**config.mk**
```make
export PLATFORM = sky130hd
export DESIGN_NAME = alu_wb_buffer
export DESIGN_NICKNAME = d
export VERILOG_FILES = /design/src/rtl/alu_wb_buffer.sv
export SDC_FILE = /design/constraint.sdc
export NUM_CORES = 1
export LEC_CHECK = 0
export CAP_MARGIN = 40
export CORE_ASPECT_RATIO = 1.25
export CORE_MARGIN = 4
export CORE_UTILIZATION = 40
export CTS_CLUSTER_SIZE = 12
export DETAILED_ROUTE_END_ITERATION = 12
export PLACE_DENSITY = 0.77
export REMOVE_ABC_BUFFERS = 1
export SYNTH_ARGS = -nofsm -noshare
export SYNTH_HDL_FRONTEND = slang
export SYNTH_SLANG_ARGS = --single-unit
```
**constraint.sdc**
```tcl
create_clock -name clk_i -period 13.2 [get_ports clk_i]
set_clock_uncertainty 0.1 [all_clocks]
set_input_delay 2.64 -clock clk_i [delete_from_list [all_inputs] [get_ports clk_i]]
set_output_delay 2.64 -clock clk_i [all_outputs]
set_load 0.005 [all_outputs]
```
**src/rtl/alu_wb_buffer.sv**
```systemverilog
// Small FIFO between the ALU result interface and the scoreboard writeback port.
// Decouples single-cycle ALU results from writeback arbitration stalls.
module alu_wb_buffer #(
  parameter int unsigned XLEN          = 64,
  parameter int unsigned TRANS_ID_BITS = 3,
  parameter int unsigned DEPTH         = 2
) (
  input  logic                       clk_i,
  input  logic                       rst_i,
  input  logic                       flush_i,
  input  logic                       alu_valid_i,
  output logic                       alu_ready_o,
  input  logic [TRANS_ID_BITS-1:0]   alu_trans_id_i,
  input  logic [XLEN-1:0]            alu_result_i,
  input  logic                       alu_is_branch_i,
  input  logic                       alu_branch_res_i,
  output logic                       wb_valid_o,
  input  logic                       wb_ready_i,
  output logic [TRANS_ID_BITS-1:0]   wb_trans_id_o,
  output logic [XLEN-1:0]            wb_result_o,
  output logic                       wb_is_branch_o,
  output logic                       wb_branch_res_o,
  output logic [$clog2(DEPTH+1)-1:0] count_o
);

  localparam int unsigned PtrW = $clog2(DEPTH);
  localparam int unsigned CntW = $clog2(DEPTH + 1);

  logic [PtrW-1:0] wr_ptr_q, wr_ptr_d;
  logic [PtrW-1:0] rd_ptr_q, rd_ptr_d;
  logic [CntW-1:0] count_q, count_d;

  logic [TRANS_ID_BITS-1:0] trans_id_q   [DEPTH];
  logic [XLEN-1:0]          result_q     [DEPTH];
  logic                     is_branch_q  [DEPTH];
  logic                     branch_res_q [DEPTH];
  logic [DEPTH-1:0]         valid_q, valid_d;

  logic full, empty, push, pop;

  assign full  = (count_q == CntW'(DEPTH));
  assign empty = (count_q == '0);

  assign alu_ready_o = ~full;
  assign wb_valid_o  = ~empty;

  assign push = alu_valid_i & ~full;
  assign pop  = wb_valid_o & wb_ready_i;

  always_comb begin
    wr_ptr_d = wr_ptr_q;
    rd_ptr_d = rd_ptr_q;
    count_d  = count_q;
    valid_d  = valid_q;
    if (flush_i) begin
      wr_ptr_d = '0;
      rd_ptr_d = '0;
      count_d  = '0;
      valid_d  = '0;
    end else begin
      if (pop) begin
        rd_ptr_d          = rd_ptr_q + PtrW'(1);
        valid_d[rd_ptr_q] = 1'b0;
      end
      if (push) begin
        wr_ptr_d          = wr_ptr_q + PtrW'(1);
        valid_d[wr_ptr_q] = 1'b1;
      end
      unique case ({push, pop})
        2'b10:   count_d = count_q + CntW'(1);
        2'b01:   count_d = count_q - CntW'(1);
        default: count_d = count_q;
      endcase
    end
  end

  always_ff @(posedge clk_i or posedge rst_i) begin
    if (rst_i) begin
      wr_ptr_q <= '0;
      rd_ptr_q <= '0;
      count_q  <= '0;
      valid_q  <= '0;
    end else begin
      wr_ptr_q <= wr_ptr_d;
      rd_ptr_q <= rd_ptr_d;
      count_q  <= count_d;
      valid_q  <= valid_d;
    end
  end

  // Payload needs no flush: entries are only observable through count_q.
  always_ff @(posedge clk_i or posedge rst_i) begin
    if (rst_i) begin
      for (int i = 0; i < DEPTH; i++) begin
        trans_id_q[i]   <= '0;
        result_q[i]     <= '0;
        is_branch_q[i]  <= 1'b0;
        branch_res_q[i] <= 1'b0;
      end
    end else if (push && !flush_i) begin
      trans_id_q[wr_ptr_q]   <= alu_trans_id_i;
      result_q[wr_ptr_q]     <= alu_result_i;
      is_branch_q[wr_ptr_q]  <= alu_is_branch_i;
      branch_res_q[wr_ptr_q] <= alu_branch_res_i;
    end
  end

  always_comb begin
    wb_trans_id_o   = '0;
    wb_result_o     = '0;
    wb_is_branch_o  = 1'b0;
    wb_branch_res_o = 1'b0;
    if (wb_valid_o) begin
      wb_trans_id_o   = trans_id_q[rd_ptr_q];
      wb_result_o     = result_q[rd_ptr_q];
      wb_is_branch_o  = is_branch_q[rd_ptr_q];
      wb_branch_res_o = branch_res_q[rd_ptr_q];
    end
  end

  assign count_o = count_q;

`ifndef SYNTHESIS
  always_ff @(posedge clk_i) begin
    if (!rst_i) begin
      assert (!(push && full))
        else $error("alu_wb_buffer: push while full");
      assert (valid_q[rd_ptr_q] == wb_valid_o)
        else $error("alu_wb_buffer: head valid bit disagrees with occupancy");
    end
  end
`endif

endmodule

```
==> out/qor.txt, run 1 <==
Clock Sinks: 142
die width: 121 um
Final setup viols: 0
Synth Area in XOR/XNOR: 0.00138
largest net degree at the start of global routing: 71
Worst R2R Setup Slack: 10890 ps
top cell type's share of synthesized area: 0.559
layout cells sized above 1: 0.279
Critical-path top delay cell: dfrtp_4
Data required, critical path: 10460 ps
CP Data Arrival Time: 2780 ps
PD cells: 164 nW/um2
outcome: finished clean
gp weighted congestion: 0.693
CTS tree: built
CP Cell Sequence: buf_4, mux2i_1, nor2_1, clkdlybuf4s50_1
R2R Path End: result_q[52]
number of flops mapped to enable cells by yosys: 0
max_cap viols: 0
nature of the critical path startpoint: flop
Setup TNS: 0 ps
Fin Hold WS: 389 ps
R2R Path Start: count_o[1]
f_max: 0.181 GHz
Reg clk slew, reported paths: 60 ps
CP bufs+invs: 2
Vert. Die Dim: 149 um
Leak: 0.00356 uW
worst-path maximum fanout: 39
CTS Hold Bufs: 0
Top Ports: 147
Core Area: 15600 um2
Sw Ratio: 0.236
RSZ-0062 raised after global routing: false
Die ar.: 18000 um2
Post-Synth Simple-Gate Area: 0.0533
max-slew violation total from the final report: 0
fin crit share: 0.418
antenna violations before repair: 0
Wirelength per Cell: 16.4 um
Syn Area/Cell: 13.5 um2
mux cell area share after synthesis: 0.354
Mapped Cells: 470
Starting Density: 0.409
CP delay by family, top: buffers and inverters
row cnt: 51
complex-gate fraction of the synthesized area: 0.00708
Final Hold Violating Endpoints: 0
Peak VDD IR: 101 uV
yosys warns: 0
Synth area leaders: dfrtp_1 (56%), mux2_2 (23%), mux2i_1 (11%)
total power: 1430 uW
post-route minimum period: 5520 ps
Synth Cell Area: 6360 um2
Yosys top cell by area: dfrtp_1
drc violations: 0
root buffer cell: clkbuf_16
Layout area overhead: 37.4%
final non-filler cell total: 839
total CTS buffers: 17
Hold Path Origin: result_q[73]
antenna fix cells: 0
max incr delay on CP: 790 ps
buffer count from post-CTS setup fixing: 0
H-Tree Depth: 4
Crit. Startpoint: rd_ptr_q
headroom to the max-slew limit: 0.490
fin nets: 688
Remaining Overflow, GRT: 0
CP Capture Type: primary output
first-pass GRT wire length: 23000 um
Sequential Power Share: 0.421
TritonRoute pass-1 iters: 4
NetSw: 338 uW
hold path cells: 1
Post-Synth Adder-Cell Area: 0
number of synthesized register bits: 142
Clock power frac: 0.381
HP Class: reg2reg
Post-DRT Antenna Nets: 0
Commonest cells post-synth: dfrtp_1 (142), mux2_2 (128), nor2_1 (71)
asr flop ratio synth: 1.00
initial DRC count: 130
Vias: 4176
Tot GR Track Use: 0.161
CTS resizes: 0
post-synthesis sequential area ratio: 0.559
post-DR vias/cell: 4.98
WL final: 13800 um
Logic pwr share: 0.198
top-count cell post-synth: dfrtp_1
placed insts: 807
worst slew pin tran: 764 ps
count of cell types in the netlist: 23
Buffers on Ports: 146
worst-case clock buffer depth: 2
critical path class: reg2out
Clock Latency Late Sink: 410 ps
number of cells on the worst reg-to-reg path: 6
DP Wirelength: 9260 um
vias in the first global route: 4682
Hold Path End: result_q[73]
internal cell power: 1090 uW
largest family of logic cells by synthesized area: multiplexers
most common flop cell mapped by yosys: dfrtp_1
fill cell count: 1334
## how the worst max path moves through the flow
stage / to / cells after the start
final: wb_result_o[0] / 4
after global routing: wb_result_o[27] / 4
after CTS: wb_result_o[0] / 4
after detailed placement: wb_result_o[0] / 4
after global placement: wb_result_o[41] / 4
after floorplan: branch_res_q[0] / 1
## state kept, by name, summed over array words and instances, names as in the netlist
| signal | flops |
|---|---|
| result_q | 128 |
| rd_ptr_q | 1 |
| count_o | 2 |
| is_branch_q | 2 |
| wr_ptr_q | 1 |
| branch_res_q | 2 |
| trans_id_q | 6 |
## through the flow
| stage | utilization | area (um2) | setup WS (ps) |
|---|---|---|---|
| floorplan | - | 6220 | 6650 |
| global placement | 0.515 | 8010 | 8110 |
| detailed placement | 0.518 | 8060 | 8100 |
| CTS | 0.561 | 8740 | 7650 |
| global route | 0.561 | 8740 | 7500 |
| finish | 0.561 | 8740 | 7680 |
## cells by family (layout without fill, tap and decap cells)
family	after synthesis	after routing
mux	208	208
flops	142	142
simple gates	78	78
buf+inv	33	190
compound gates	8	8
xor+xnor	1	1
## metal layers
metal  share of wire  wire length, um  track usage
met1            0.40             5530        0.182
met2            0.54             7410        0.291
met3           0.050              684       0.0539
met4           0.011              158       0.0442
met5               0                0            0
## power by group through the flow
stage | Combinational, uW | Clock [uW] | Sequential (uW)
floorplan | 176 | 0 | 593
global placement | 276 | 0 | 600
detailed placement | 288 | 0 | 610
CTS | 290 | 557 | 603
global route | 313 | 576 | 616
finish | 283 | 545 | 603
## worst register-to-register path, cell delays in order, from the launching register on
cell and delay [ps]:
dfrtp_1 490, nor2b_2 310, inv_2 100, nand4b_4 90, buf_4 400, buf_12 310
mux2_2 400
## layout by cell type (no fill, tap or decap), types with 2 or more instances in the layout
cell	n
buf_4	6
bufinv_16	6
clkbuf_1	2
clkinv_2	2
o21ai_0	2
inv_2	2
mux2_2	128
clkinv_4	2
clkdlybuf4s50_1	146
clkbuf_16	17
nor2_1	70
a21oi_1	4
dfrtp_1	141
clkbuf_8	3
mux2i_1	70
mux2_1	10
## area by class of cell
type                    count  area (um2)  area share
repair buffers            154        1550       0.178
multi-input cells         295        2660       0.305
flip-flops and latches    142        3560       0.407
clock buffers              22         474      0.0542
clock inverters            10         208      0.0238
well taps                 212         265      0.0303
inverters                   4        20.0     0.00229
Power figures use the tool's default switching activity.
==> run 2: changes to the inputs <==
--- a/config.mk
+++ b/config.mk
@@ -11,7 +11,7 @@
 export CORE_UTILIZATION = 40
 export CTS_CLUSTER_SIZE = 12
 export DETAILED_ROUTE_END_ITERATION = 12
-export PLACE_DENSITY = 0.77
+export PLACE_DENSITY = 0.8
 export REMOVE_ABC_BUFFERS = 1
 export SYNTH_ARGS = -nofsm -noshare
 export SYNTH_HDL_FRONTEND = slang
==> constraint.sdc (replaced) <==
create_clock -name clk_i -period 4.5 [get_ports clk_i]
set_clock_uncertainty 0.1 [all_clocks]
set_input_delay 0.9 -clock clk_i [delete_from_list [all_inputs] [get_ports clk_i]]
set_output_delay 0.9 -clock clk_i [all_outputs]
set_load 0.005 [all_outputs]
==> run 2 against run 1 <==
  * Global-route usage fell by 0.24 points
  * First-iteration DRC count fell by 22%
  * Die area did not move
  * Sequential cell count did not move
  * Critical path depth did not move
  * Sequential power rose to 2.9 times the previous value
  * Combinational power rose to 3.0 times the previous value
  * Final area fell by 0.10%
==> out/qor.txt, run 2 (synthesis gave the netlist of run 1 again) <==
outcome: finished clean (unchanged)
RSZ-0062 raised after global routing: false (unchanged)
Final setup viols: 0 (unchanged)
H-Tree Depth: 4 (unchanged)
Core Area: 15600 um2 (unchanged)
hold path cells: 1 (unchanged)
initial DRC count: 102 (was 130)
f_max: 0.292 GHz
worst-case clock buffer depth: 2 (unchanged)
Top Ports: 147 (unchanged)
Layout area overhead: 37.3% (was 37.4%)
Reg clk slew, reported paths: 60 ps (about the same)
Biggest register: result_q (unchanged)
Vert. Die Dim: 149 um (unchanged)
row cnt: 51 (unchanged)
PD cells: 467 nW/um2 (was 164 nW/um2)
critical path class: reg2out (unchanged)
Worst R2R Setup Slack: 1950 ps (was 10890 ps)
Leak: 0.00355 uW (was 0.00356 uW)
Clock Sinks: 142 (unchanged)
Logic pwr share: 0.209 (was 0.198)
CP Capture Type: primary output (unchanged)
CP Data Arrival Time: 2430 ps (was 2780 ps)
gp weighted congestion: 0.786 (was 0.693)
headroom to the max-slew limit: 0.464 (was 0.490)
CP bufs+invs: 2 (unchanged)
number of cells on the worst reg-to-reg path: 5 (was 6)
CTS resizes: 0 (unchanged)
max_cap viols: 0 (unchanged)
worst slew pin tran: 803 ps (was 764 ps)
die width: 121 um (unchanged)
Remaining Overflow, GRT: 0 (unchanged)
Hold Path Origin: result_q[65] (was result_q[73])
Post-DRT Antenna Nets: 0 (unchanged)
R2R Path End: result_q[49] (was result_q[52])
Hold Path End: result_q[65] (was result_q[73])
CTS Hold Bufs: 0 (unchanged)
buffer count from post-CTS setup fixing: 0 (unchanged)
NetSw: 988 uW (was 338 uW)
TritonRoute pass-1 iters: 4 (unchanged)
max-slew violation total from the final report: 0 (unchanged)
internal cell power: 3090 uW (was 1090 uW)
HP Class: reg2reg (unchanged)
total power: 4070 uW (was 1430 uW)
Starting Density: 0.409 (unchanged)
fin crit share: 0.761
antenna violations before repair: 0 (unchanged)
Clock Latency Late Sink: 400 ps (was 410 ps)
commonest non-fill, non-tap cell in the layout: clkdlybuf4s50_1 (unchanged)
largest registers: result_q x128, trans_id_q x6 (unchanged)
Sw Ratio: 0.243 (was 0.236)
Vias: 4088 (was 4176)
max incr delay on CP: 830 ps (was 790 ps)
post-route minimum period: 3430 ps
Tot GR Track Use: 0.159 (was 0.161)
CP delay by family, top: flip-flops (was buffers and inverters)
Wirelength per Cell: 16.7 um (was 16.4 um)
Buffers on Ports: 146 (unchanged)
commonest cells after routing, fill and taps aside: clkdlybuf4s50_1 (146), dfrtp_1 (141), mux2_2 (128), mux2i_1 (70), nor2_1 (70) (unchanged)
total CTS buffers: 17 (unchanged)
CP Cell Sequence: buf_12, mux2i_1, nor2_1, clkdlybuf4s50_1 (was buf_4, mux2i_1, nor2_1, clkdlybuf4s50_1)
root buffer cell: clkbuf_16 (unchanged)
DP Wirelength: 9520 um (was 9260 um)
post-DR vias/cell: 4.88 (was 4.98)
WL final: 14000 um (was 13800 um)
Final Hold Violating Endpoints: 0 (unchanged)
vias in the first global route: 4593 (was 4682)
area post-placement: 8090 um2 (was 8060 um2)
worst-path maximum fanout: 37 (was 39)
Clock power frac: 0.358 (was 0.381)
Data required, critical path: 3500 ps (was 10460 ps)
antenna fix cells: 0 (unchanged)
largest net degree at the start of global routing: 101 (was 71)
max reg flops: 128 (unchanged)
Peak VDD IR: 218 uV (was 101 uV)
Die ar.: 18000 um2 (unchanged)
Critical-path top delay cell: dfrtp_4 (unchanged)
nature of the critical path startpoint: flop (unchanged)
Final WS setup: 1070 ps (was 7680 ps)
Setup TNS: 0 ps (unchanged)
CTS tree: built (unchanged)
Sequential Power Share: 0.433 (was 0.421)
Fin Hold WS: 385 ps (was 389 ps)
fin nets: 689 (was 688)
R2R Path Start: count_o[1] (unchanged)
first-pass GRT wire length: 22900 um (was 23000 um)
drc violations: 0 (unchanged)
worst slack at placement: 1170 ps (was 8100 ps)
Final Cell Area: 8730 um2 (was 8740 um2)
layout cells sized above 1: 0.280 (was 0.279)
run 2: power groups by stage:
stage	sequential (uW)	combinational, uW	clock (uW)
after floorplan	1740	516	0
after global placement	1760	820	0
after detailed placement	1790	861	0
after CTS	1760	866	1500
after global routing	1800	935	1550
final	1760	850	1460
run 2: worst max-delay path by stage:
stage,from,endpoint,slack (ps),cells after the start
3_5_place_dp,alu_valid_i,result_q[60],1170,4
3_3_place_gp,alu_valid_i,result_q[27],1240,4
4_1_cts,rd_ptr_q,wb_result_o[24],1030,4
2_1_floorplan,rst_i,branch_res_q[0],-310,1
6_report,rd_ptr_q,wb_result_o[24],1070,4
5_1_grt,rd_ptr_q,wb_result_o[24],940,4
run 2: layer usage:
layer  vias up  share of wire  track usage
met4         0         0.0098       0.0414
li1       1924              -            -
met2        93           0.52        0.281
met3        11          0.043       0.0398
met5         -              0            0
met1      2060           0.43        0.193
run 2: metrics by stage:
stage / instances / utilization
floorplan: 441 / -
global placement: 806 / 0.518
detailed placement: 807 / 0.519
CTS: 837 / 0.559
global route: 838 / 0.561
finish: 838 / 0.561
run 2: cell type report:
class / count / area, um2
clock buffers: 20 / 457
clock inverters: 10 / 164
fillers: 1309 / 6840
inverters: 4 / 20.0
multi-input cells: 295 / 2660
flip-flops and latches: 142 / 3560
well taps: 212 / 265
repair buffers: 155 / 1610
==> run 3: changes to the inputs <==
--- a/config.mk
+++ b/config.mk
@@ -11,7 +11,7 @@
 export CORE_UTILIZATION = 40
 export CTS_CLUSTER_SIZE = 12
 export DETAILED_ROUTE_END_ITERATION = 12
-export PLACE_DENSITY = 0.8
+export PLACE_DENSITY = 0.77
 export REMOVE_ABC_BUFFERS = 1
 export SYNTH_ARGS = -nofsm -noshare
 export SYNTH_HDL_FRONTEND = slang
==> constraint.sdc (replaced) <==
create_clock -name clk_i -period 3.3 [get_ports clk_i]
set_clock_uncertainty 0.1 [all_clocks]
set_input_delay 0.66 -clock clk_i [delete_from_list [all_inputs] [get_ports clk_i]]
set_output_delay 0.66 -clock clk_i [all_outputs]
set_load 0.005 [all_outputs]
==> run 3 against run 2 <==
  * Clock-buffer cell count rose by 3
  * Final area shrank 0.69%
  * Highest routed layer unchanged
  * Non-clock buffer count down 1
  * Critical path depth unchanged
  * Utilization fell by 0.39 points
  * Clock power increased by 24%
  * Wire length is 2.3% lower
  * Setup slack worse by 650 ps
  * First-iteration DRC count rose by 62%
  * Hold slack got worse by 1.1 ps
  * Global-route usage about the same
  * Sequential power grew 36%
==> out/qor.txt, run 3 (synthesis gave the netlist of run 1 again) <==
max reg flops: 128 (unchanged)
worst-path maximum fanout: 37 (unchanged)
initial DRC count: 165 (was 102)
layout cells sized above 1: 0.279 (was 0.280)
H-Tree Depth: 4 (unchanged)
Layout area overhead: 36.3% (was 37.3%)
Peak VDD IR: 327 uV (was 218 uV)
final core occ: 0.557 (was 0.561)
headroom to the max-slew limit: 0.569 (was 0.464)
Starting Density: 0.409 (unchanged)
Leak: 0.00352 uW (was 0.00355 uW)
Clock Sinks: 142 (unchanged)
HP Class: reg2reg (unchanged)
Wirelength per Cell: 16.3 um (was 16.7 um)
buffer count from post-CTS setup fixing: 0 (unchanged)
Vias: 4214 (was 4088)
Data required, critical path: 2540 ps (was 3500 ps)
critical path class: reg2out (unchanged)
worst slew pin tran: 646 ps (was 803 ps)
area post-placement: 8100 um2 (was 8090 um2)
Tot GR Track Use: 0.159 (about the same)
largest net degree at the start of global routing: 71 (was 101)
commonest non-fill, non-tap cell in the layout: clkdlybuf4s50_1 (unchanged)
largest registers: result_q x128, trans_id_q x6 (unchanged)
Fin Hold WS: 384 ps (was 385 ps)
CTS Hold Bufs: 0 (unchanged)
antenna violations before repair: 0 (unchanged)
R2R Path Start: count_o[1] (unchanged)
Clock Latency Late Sink: 410 ps (was 400 ps)
post-DR vias/cell: 5.02 (was 4.88)
Post-DRT Antenna Nets: 0 (unchanged)
WL final: 13700 um (was 14000 um)
PD cells: 618 nW/um2 (was 467 nW/um2)
final non-filler cell total: 839 (was 838)
commonest cells after routing, fill and taps aside: clkdlybuf4s50_1 (146), dfrtp_1 (141), mux2_2 (128), mux2i_1 (70), nor2_1 (70) (unchanged)
Final Hold Violating Endpoints: 0 (unchanged)
post-route minimum period: 2880 ps
fill cell count: 1340 (was 1309)
Final setup viols: 0 (unchanged)
Buffers on Ports: 146 (unchanged)
CTS tree: built (unchanged)
Final Cell Area: 8670 um2 (was 8730 um2)
Biggest register: result_q (unchanged)
Remaining Overflow, GRT: 0 (unchanged)
total power: 5360 uW (was 4070 uW)
max_cap viols: 0 (unchanged)
CTS resizes: 0 (unchanged)
Crit. Startpoint: rd_ptr_q (unchanged)
fin nets: 688 (was 689)
die width: 121 um (unchanged)
drc violations: 0 (unchanged)
fin crit share: 0.873
Die ar.: 18000 um2 (unchanged)
outcome: finished clean (unchanged)
root buffer cell: clkbuf_16 (unchanged)
Reg clk slew, reported paths: 60 ps (about the same)
Vert. Die Dim: 149 um (unchanged)
f_max: 0.347 GHz
Hold Path Origin: result_q[66] (was result_q[65])
placed insts: 807 (unchanged)
gp weighted congestion: 0.721 (was 0.786)
worst-case clock buffer depth: 2 (unchanged)
CP Capture Type: primary output (unchanged)
antenna fix cells: 0 (unchanged)
max-slew violation total from the final report: 0 (unchanged)
Top Ports: 147 (unchanged)
nature of the critical path startpoint: flop (unchanged)
TritonRoute pass-1 iters: 4 (unchanged)
CP Data Arrival Time: 2120 ps (was 2430 ps)
first-pass GRT wire length: 22700 um (was 22900 um)
Core Area: 15600 um2 (unchanged)
total CTS buffers: 17 (unchanged)
row cnt: 51 (unchanged)
RSZ-0062 raised after global routing: false (unchanged)
vias in the first global route: 4630 (was 4593)
DP Wirelength: 8980 um (was 9520 um)
run 3: cell count changes in the layout (fill, tap and decap cells not counted), moves of 2 or more:
cell	before	now
buf_12	3	6
bufinv_16	4	1
clkinv_4	3	0
buf_16	2	0
buf_4	4	2
clkbuf_8	2	4
clkinv_2	2	4
inv_6	1	3
run 3: final cells by class:
| class | count | area, um2 | share of cell area |
|---|---|---|---|
| clock buffers | 23 | 488 | 0.0563 |
| clock inverters | 9 | 82.6 | 0.00952 |
| inverters | 4 | 20.0 | 0.00231 |
| multi-input cells | 295 | 2660 | 0.307 |
| flip-flops and latches | 142 | 3560 | 0.410 |
| well taps | 212 | 265 | 0.0306 |
| repair buffers | 154 | 1600 | 0.184 |
run 3: path summary, 6_finish.rpt:
kind	endpoint	slack (ps)	cells past startpoint
max in group asynchronous	result_q[74]	1820	3
min in group asynchronous	trans_id_q[4]	630	2
setup / recovery	wb_result_o[30]	420	4
hold / removal	result_q[66]	380	1
hold reg to reg	result_q[66]	380	1
setup reg to reg	result_q[47]	1290	5
run 3: critical path, cell delays in order (launching register included):
cell,delay (ps)
dfrtp_4,550
buf_12,300
mux2i_1,120
nor2_1,150
clkdlybuf4s50_1,530
run 3: routing by layer:
metal  wire (um)  share of wire  GRT usage  vias up
met5           0              0          0        -
met4         193          0.014     0.0612        0
met3         601          0.044     0.0425       19
met2        7160           0.52      0.271      109
met1        5740           0.42      0.193     2152
li1            -              -          -     1934
run 3: power breakdown:
part / internal, uW / switching, uW / total (uW)
combinational: 735 / 423 / 1160
sequential: 2170 / 221 / 2390
clock: 1120 / 695 / 1810
total: 4020 / 1340 / 5360
run 3: metrics by stage:
stage / setup slack, ps / TNS [ps]
finish: 421 / 0
global route: 319 / 0
CTS: 388 / 0
detailed placement: 589 / 0
global placement: 633 / 0
floorplan: -1270 / -217800
